**src/rtl/pool_pkg.sv**
```systemverilog
// Shared types and sizing helpers for the max_pool_nd pooling stage.
// Sizes are derived from the instance parameters through the functions below.
package pool_pkg;

    localparam int POOL_DATA_W = 8;
    localparam int POOL_CMP_W  = 64;

    typedef logic signed [POOL_DATA_W-1:0] feature_t;

    typedef enum logic {
        POOL_MAX = 1'b0,
        POOL_AVG = 1'b1
    } pool_mode_e;

    function automatic int log2_k(input int k);
        return $clog2(k);
    endfunction

    function automatic int out_dim(input int img, input int k);
        return img / k;
    endfunction

    // A K x K average sum needs 2*log2(K) guard bits above the pixel width.
    function automatic int acc_width(input int data_w, input int k);
        return data_w + 2 * $clog2(k);
    endfunction

    function automatic int cnt_width(input int n);
        return (n <= 1) ? 1 : $clog2(n);
    endfunction

    function automatic logic signed [POOL_CMP_W-1:0] smax(
        input logic signed [POOL_CMP_W-1:0] a,
        input logic signed [POOL_CMP_W-1:0] b
    );
        return (a > b) ? a : b;
    endfunction

endpackage

```
**src/rtl/pool_lane.sv**
```systemverilog
// One channel of the pooler: horizontal accumulator, line buffer and vertical combine.
// MAX_POOL_RELU_EN clamps negative pooled results to zero at the output register.
module pool_lane
    import pool_pkg::*;
#(
    parameter int DATA_W = 8,
    parameter int K      = 2,
    parameter int OW     = 14,
    parameter int IDX_W  = cnt_width(OW)
) (
    input  logic                     i_clk,
    input  logic                     i_rst_n,
    input  logic                     i_en,
    input  pool_mode_e               i_mode,
    input  logic                     i_h_first,
    input  logic                     i_h_last,
    input  logic                     i_v_first,
    input  logic                     i_v_last,
    input  logic [IDX_W-1:0]         i_idx,
    input  logic signed [DATA_W-1:0] i_feature,
    output logic signed [DATA_W-1:0] o_feature
);

    localparam int ACC_W = acc_width(DATA_W, K);
    localparam int SHIFT = 2 * log2_k(K);
    localparam int DEPTH = (OW < 1) ? 1 : OW;

    logic signed [ACC_W-1:0]  h_acc_reg;
    logic signed [ACC_W-1:0]  line_rd_reg;
    logic signed [ACC_W-1:0]  line_buf [DEPTH];
    logic signed [DATA_W-1:0] out_reg;

    logic signed [ACC_W-1:0]  x_ext;
    logic signed [ACC_W-1:0]  h_next;
    logic signed [ACC_W-1:0]  v_next;
    logic signed [ACC_W-1:0]  avg_shift;
    logic signed [DATA_W-1:0] pooled;
    logic signed [DATA_W-1:0] out_next;

    function automatic logic signed [ACC_W-1:0] combine(
        input logic signed [ACC_W-1:0] a,
        input logic signed [ACC_W-1:0] b,
        input pool_mode_e              mode
    );
        if (mode == POOL_AVG)
            return a + b;
        return ACC_W'(smax(POOL_CMP_W'(a), POOL_CMP_W'(b)));
    endfunction

    always_comb begin
        x_ext     = ACC_W'(i_feature);
        h_next    = i_h_first ? x_ext : combine(h_acc_reg, x_ext, i_mode);
        v_next    = combine(line_rd_reg, h_next, i_mode);
        // Arithmetic shift gives floor division, so negative averages round down.
        avg_shift = v_next >>> SHIFT;
        pooled    = (i_mode == POOL_AVG) ? avg_shift[DATA_W-1:0] : v_next[DATA_W-1:0];
`ifdef MAX_POOL_RELU_EN
        out_next  = pooled[DATA_W-1] ? '0 : pooled;
`else
        out_next  = pooled;
`endif
    end

    always_ff @(posedge i_clk or negedge i_rst_n) begin
        if (!i_rst_n) begin
            h_acc_reg <= '0;
            out_reg   <= '0;
        end else if (i_en) begin
            h_acc_reg <= h_next;
            if (i_h_last && i_v_last)
                out_reg <= out_next;
        end
    end

    // The stored entry is fetched on the group's first column so the registered
    // read is ready by its last column (K >= 2 guarantees at least one beat between).
    always_ff @(posedge i_clk) begin
        if (i_en && i_h_first)
            line_rd_reg <= line_buf[i_idx];
        if (i_en && i_h_last && !i_v_last)
            line_buf[i_idx] <= i_v_first ? h_next : v_next;
    end

    assign o_feature = out_reg;

endmodule

```
**src/rtl/max_pool_nd.sv**
```systemverilog
// K x K stride-K max/average pooling over CHANNELS raster-ordered feature maps.
// Optional fused ReLU on the output is enabled by defining MAX_POOL_RELU_EN.
module max_pool_nd
    import pool_pkg::*;
#(
    parameter int DATA_W   = POOL_DATA_W,
    parameter int CHANNELS = 6,
    parameter int IMG_W    = 28,
    parameter int IMG_H    = 28,
    parameter int K        = 2
) (
    input  logic                             i_clk,
    input  logic                             i_rst_n,
    input  logic                             i_avg,
    input  logic                             i_feature_valid,
    input  logic [CHANNELS-1:0][DATA_W-1:0]  i_features,
    output logic                             o_feature_valid,
    output logic [CHANNELS-1:0][DATA_W-1:0]  o_features,
    output logic                             o_frame_done
);

    localparam int LOG2K = log2_k(K);
    localparam int OW    = out_dim(IMG_W, K);
    localparam int OH    = out_dim(IMG_H, K);
    localparam int CW    = cnt_width(IMG_W + 1);
    localparam int RW    = cnt_width(IMG_H + 1);
    localparam int IDX_W = cnt_width(OW);

    if (!(K == 2 || K == 4 || K == 8)) begin : g_bad_k
        $error("max_pool_nd: K must be 2, 4 or 8");
    end
    if (DATA_W < 2) begin : g_bad_w
        $error("max_pool_nd: DATA_W must be at least 2");
    end

    logic [CW-1:0]    col_reg, col_next;
    logic [RW-1:0]    row_reg, row_next;
    pool_mode_e       mode_reg, mode_next;
    logic             valid_reg, valid_next;
    logic             done_reg, done_next;

    logic             first_px;
    pool_mode_e       mode_cur;
    logic [LOG2K-1:0] col_phase;
    logic [LOG2K-1:0] row_phase;
    logic             h_first, h_last, v_first, v_last;
    logic             last_col, last_row;
    logic             active;
    logic [IDX_W-1:0] win_idx;
    logic [CHANNELS-1:0][DATA_W-1:0] lane_out;

    always_comb begin
        first_px  = (col_reg == '0) && (row_reg == '0);
        // The mode beat itself must already pool in the newly sampled mode.
        mode_cur  = first_px ? pool_mode_e'(i_avg) : mode_reg;
        col_phase = LOG2K'(col_reg);
        row_phase = LOG2K'(row_reg);
        h_first   = (col_phase == '0);
        h_last    = (col_phase == LOG2K'(K - 1));
        v_first   = (row_phase == '0);
        v_last    = (row_phase == LOG2K'(K - 1));
        last_col  = (col_reg == CW'(IMG_W - 1));
        last_row  = (row_reg == RW'(IMG_H - 1));
        active    = i_feature_valid
                  && (col_reg < CW'(OW * K))
                  && (row_reg < RW'(OH * K));
        win_idx   = IDX_W'(col_reg >> LOG2K);
    end

    always_comb begin
        col_next   = col_reg;
        row_next   = row_reg;
        mode_next  = mode_reg;
        valid_next = active && h_last && v_last;
        done_next  = i_feature_valid && last_col && last_row;
        if (i_feature_valid) begin
            if (first_px)
                mode_next = mode_cur;
            if (last_col) begin
                col_next = '0;
                row_next = last_row ? '0 : row_reg + 1'b1;
            end else begin
                col_next = col_reg + 1'b1;
            end
        end
    end

    always_ff @(posedge i_clk or negedge i_rst_n) begin
        if (!i_rst_n) begin
            col_reg   <= '0;
            row_reg   <= '0;
            mode_reg  <= POOL_MAX;
            valid_reg <= 1'b0;
            done_reg  <= 1'b0;
        end else begin
            col_reg   <= col_next;
            row_reg   <= row_next;
            mode_reg  <= mode_next;
            valid_reg <= valid_next;
            done_reg  <= done_next;
        end
    end

    for (genvar gi = 0; gi < CHANNELS; gi++) begin : g_lane
        pool_lane #(
            .DATA_W (DATA_W),
            .K      (K),
            .OW     (OW),
            .IDX_W  (IDX_W)
        ) u_lane (
            .i_clk     (i_clk),
            .i_rst_n   (i_rst_n),
            .i_en      (active),
            .i_mode    (mode_cur),
            .i_h_first (h_first),
            .i_h_last  (h_last),
            .i_v_first (v_first),
            .i_v_last  (v_last),
            .i_idx     (win_idx),
            .i_feature (i_features[gi]),
            .o_feature (lane_out[gi])
        );
    end

    assign o_feature_valid = valid_reg;
    assign o_features      = lane_out;
    assign o_frame_done    = done_reg;

endmodule

```
**config.mk**
```make
export PLATFORM = sky130hd
export DESIGN_NAME = max_pool_nd
export DESIGN_NICKNAME = d
export VERILOG_FILES = /design/src/rtl/pool_pkg.sv /design/src/rtl/pool_lane.sv /design/src/rtl/max_pool_nd.sv
export SDC_FILE = /design/constraint.sdc
export NUM_CORES = 2
export LEC_CHECK = 0
export CAP_MARGIN = 20
export CORE_MARGIN = 8
export CORE_UTILIZATION = 40
export CTS_CLUSTER_SIZE = 40
export DETAILED_ROUTE_END_ITERATION = 8
export SKIP_CTS_REPAIR_TIMING = 1
export SLEW_MARGIN = 20
export SYNTH_ARGS = -nofsm -noshare
export SYNTH_HDL_FRONTEND = slang
export SYNTH_HIERARCHICAL = 1
export SYNTH_SLANG_ARGS = --single-unit
```
**constraint.sdc**
```tcl
create_clock -name i_clk -period 5.75 [get_ports i_clk]
set_input_delay 0.8625 -clock i_clk [delete_from_list [all_inputs] [get_ports i_clk]]
set_output_delay 0.8625 -clock i_clk [all_outputs]
set_load 0.02 [all_outputs]
```
==> metrics.cfg <==
[run_status]
outcome=finished clean

[global_routing]
grt_pass1_wl_mm=207.1
grt_max_degree=126
grt_use_total=0.1891
grt_pass1_vias=33680
grt_antenna_before_repair=7
grt_overflow=0

[yosys]
syn-instance-count=3577
synth_edf_count=900
yosys.area.top_type=edfxtp_1
synth-compound-area-share=0.09348
synth_top_family_by_area=multiplexers
syn_nets=3879
synthXorXnorAreaFrac=0.01246
yosysUniqueCellTypes=104
synth.top_cell.area_share=0.5265
synth_ff_type=edfxtp_1
synth_adder_area_share=0.06269
synthMuxAreaShare=0.1305
seq_area_frac_synth=0.5855
async_reset_ff_frac=0.1185
netlist_area_um2=51330
synth.avg_cell_area_um2=14.35
ys_ff_latch=1021
synth-simple-area-share=0.08875
synth.area.top_cells=edfxtp_1 (53%), mux4_2 (11%), dfrtp_1 (5.9%), ha_1 (5.8%), mux2_2 (2.0%)
yosysWarnings=6

[sta]
rsz0062_at_grt=false
final-setup-viol-count=0
final_hold_viol_count=0
drv_slew=0
fin_ws_ns=0.3528
fmaxAchievable_ghz=0.1853
worstMarginPinSlew_ns=1.071
clock_skew_ns=0.02702
slew_headroom=0.2862
fin_crit_sh=0.9386
period_needed_ns=5.397

[route]
drc=0
antenna_left=0
drtIter0Drc=2910
routed_wl_mm=135.2
viasPerCell=5.624
drt-wirelength-per-cell_um=23.02
via_count=33020
first_pass_iters=6

[clock_tree]
clock_sinks=1021
clock_latency_ns=0.72
htreeDepth=3
numCtsBuffers=103
ctsLongestPathBuffers=3
root_buffer=clkbuf_16
clk_pin_slew_ns=0.06
cts_tree=done

[place]
dp_slack_ns=-0.3922
post-place-cells=5676
hpwl_mm=92.32
gp_congestion=0.9193
port_buffers=101

[power_and_ir_drop]
ir_worst_vdd_v=0.0004307
power_density_nw_per_um2=667.4
power_mw=40.97
p_leak_nw=22.13

[critical_path]
path_buf_inv=0
critPathLaunchType=register
cp_data_arrival_time_ns=5.77
path_common_cell=a21oi_1
required_ns=6.12
cp-end-kind=register
critPathSlowestCell=or4b_2
cp_top_family=simple AND/OR/NAND/NOR gates
cpPeakStageDelay_ns=0.63
critPathMaxFanout=15
path_cells=nor4_2 > nand3_1 > mux2_8 > or2_2 > or4b_2 > a21oi_1 > a221oi_2 > ha_1 > nor3b_1 > a21oi_1 > a211o_1 > a31oi_1 > nor2_1 > or4_1 > and4_1
crit_type=reg2reg

[layout]
areaGrowthSynthToFinish_pct=19.59
layout_common_cells=edfxtp_1 (900), buf_4 (493), nor2_1 (242)
nNetsFinal=4421
multi_input_area_um2=20130
fillers=11000
layout_commonest_cell=edfxtp_1
stdcell_count=5872
largest_reg_flops=840
register_area_um2=30070
layout-drive-gt1-share=0.2678

[floorplanning]
ios=102
fp-row-count=131
die_w_um=374.2
core_um2=127500
start_util=0.4025
dieHeight_um=374.2
die-area_um2=140000

[flow_run]
cap_violations=0

[hold_path]
hold_class=in2async

## power by group
group          internal (mW)  total, mW  leakage (nW)  switching (mW)
clock                   3.78       6.69          1.65            2.91
sequential              11.9       12.6          9.52           0.782
combinational           9.44       21.6          11.0            12.2
total                   25.1       41.0          22.1            15.9
## worst paths after layout
path | startpoint | to | slack (ns) | cells after the start
worst max-delay path | row_reg[2]$_DFFE_PN0P_ | g_lane[2].u_lane/line_buf[7][9]$_DFFE_PP_ | 0.35 | 15
worst min-delay path | i_rst_n | g_lane[5].u_lane/h_acc_reg[2]$_DFFE_PN0P_ | 0.08 | 1
worst max register to register | row_reg[2]$_DFFE_PN0P_ | g_lane[2].u_lane/line_buf[7][9]$_DFFE_PP_ | 0.35 | 15
worst min register to register | g_lane[1].u_lane/o_feature[2]$_DFFE_PN0P_ | g_lane[1].u_lane/o_feature[2]$_DFFE_PN0P_ | 0.48 | 2
max in group asynchronous | i_rst_n | o_feature_valid$_DFF_PN0_ | 4.57 | 2
min in group i_clk | g_lane[1].u_lane/o_feature[2]$_DFFE_PN0P_ | g_lane[1].u_lane/o_feature[2]$_DFFE_PN0P_ | 0.48 | 2
## routing by layer
| layer | vias to the layer above | track usage | share of wire |
|---|---|---|---|
| met4 | 2 | 0.04722 | 0.021 |
| met5 | - | 0 | 0.000096 |
| li1 | 15120 | - | - |
| met3 | 201 | 0.02481 | 0.053 |
| met1 | 16720 | 0.2616 | 0.44 |
| met2 | 984 | 0.3171 | 0.49 |
## Yosys cell counts, types with 31 or more instances
master / instances
nor2b_1: 44
mux4_2: 240
ha_1: 238
inv_1: 175
nor2_1: 242
nand2_1: 170
mux2_2: 90
a21oi_1: 143
buf_1: 42
edfxtp_1: 900
nand3_1: 78
o21bai_1: 35
dfrtp_1: 121
nand2b_1: 59
o211ai_1: 31
nor3_1: 86
o21ai_0: 63
clkbuf_1: 106
xnor2_1: 45
## area by class of cell
type,count,area share
clock inverters,67,0.01127
multi-input cells,2203,0.3279
diodes,2,0.00008153
flip-flops and latches,1021,0.4898
clock buffers,127,0.04396
inverters,180,0.01107
well taps,1662,0.03387
repair buffers,610,0.08200
## worst reg2reg max path: cells and delay by family (launching register included)
family / cells / cell delay (ns)
flops: 1 / 0.48
fa+ha+maj: 1 / 0.31
mux: 1 / 0.47
simple gates: 8 / 2.77
compound gates: 5 / 1.04
## through the flow
step / hold WS [ns] / utilization / area [um^2] / setup TNS [ns]
after detailed placement: 0.4787 / 0.4544 / 57940 / -78.48
after floorplan: 0.4736 / - / 51340 / 0
after CTS: 0.03613 / 0.4810 / 61330 / 0
after global routing: 0.06944 / 0.4814 / 61380 / 0
after global placement: 0.4734 / 0.4543 / 57940 / -40.66
final: 0.07612 / 0.4814 / 61390 / 0
## logic make-up after synthesis
group / Yosys count
AO/OA/AOI/OAI: 631
AND/OR/NAND/NOR: 891
XOR/XNOR: 73
adder cells (fa/ha/maj): 250
buffers and inverters: 353
multiplexers: 358
flip-flops: 1021
(Power assumes the default switching activity.)
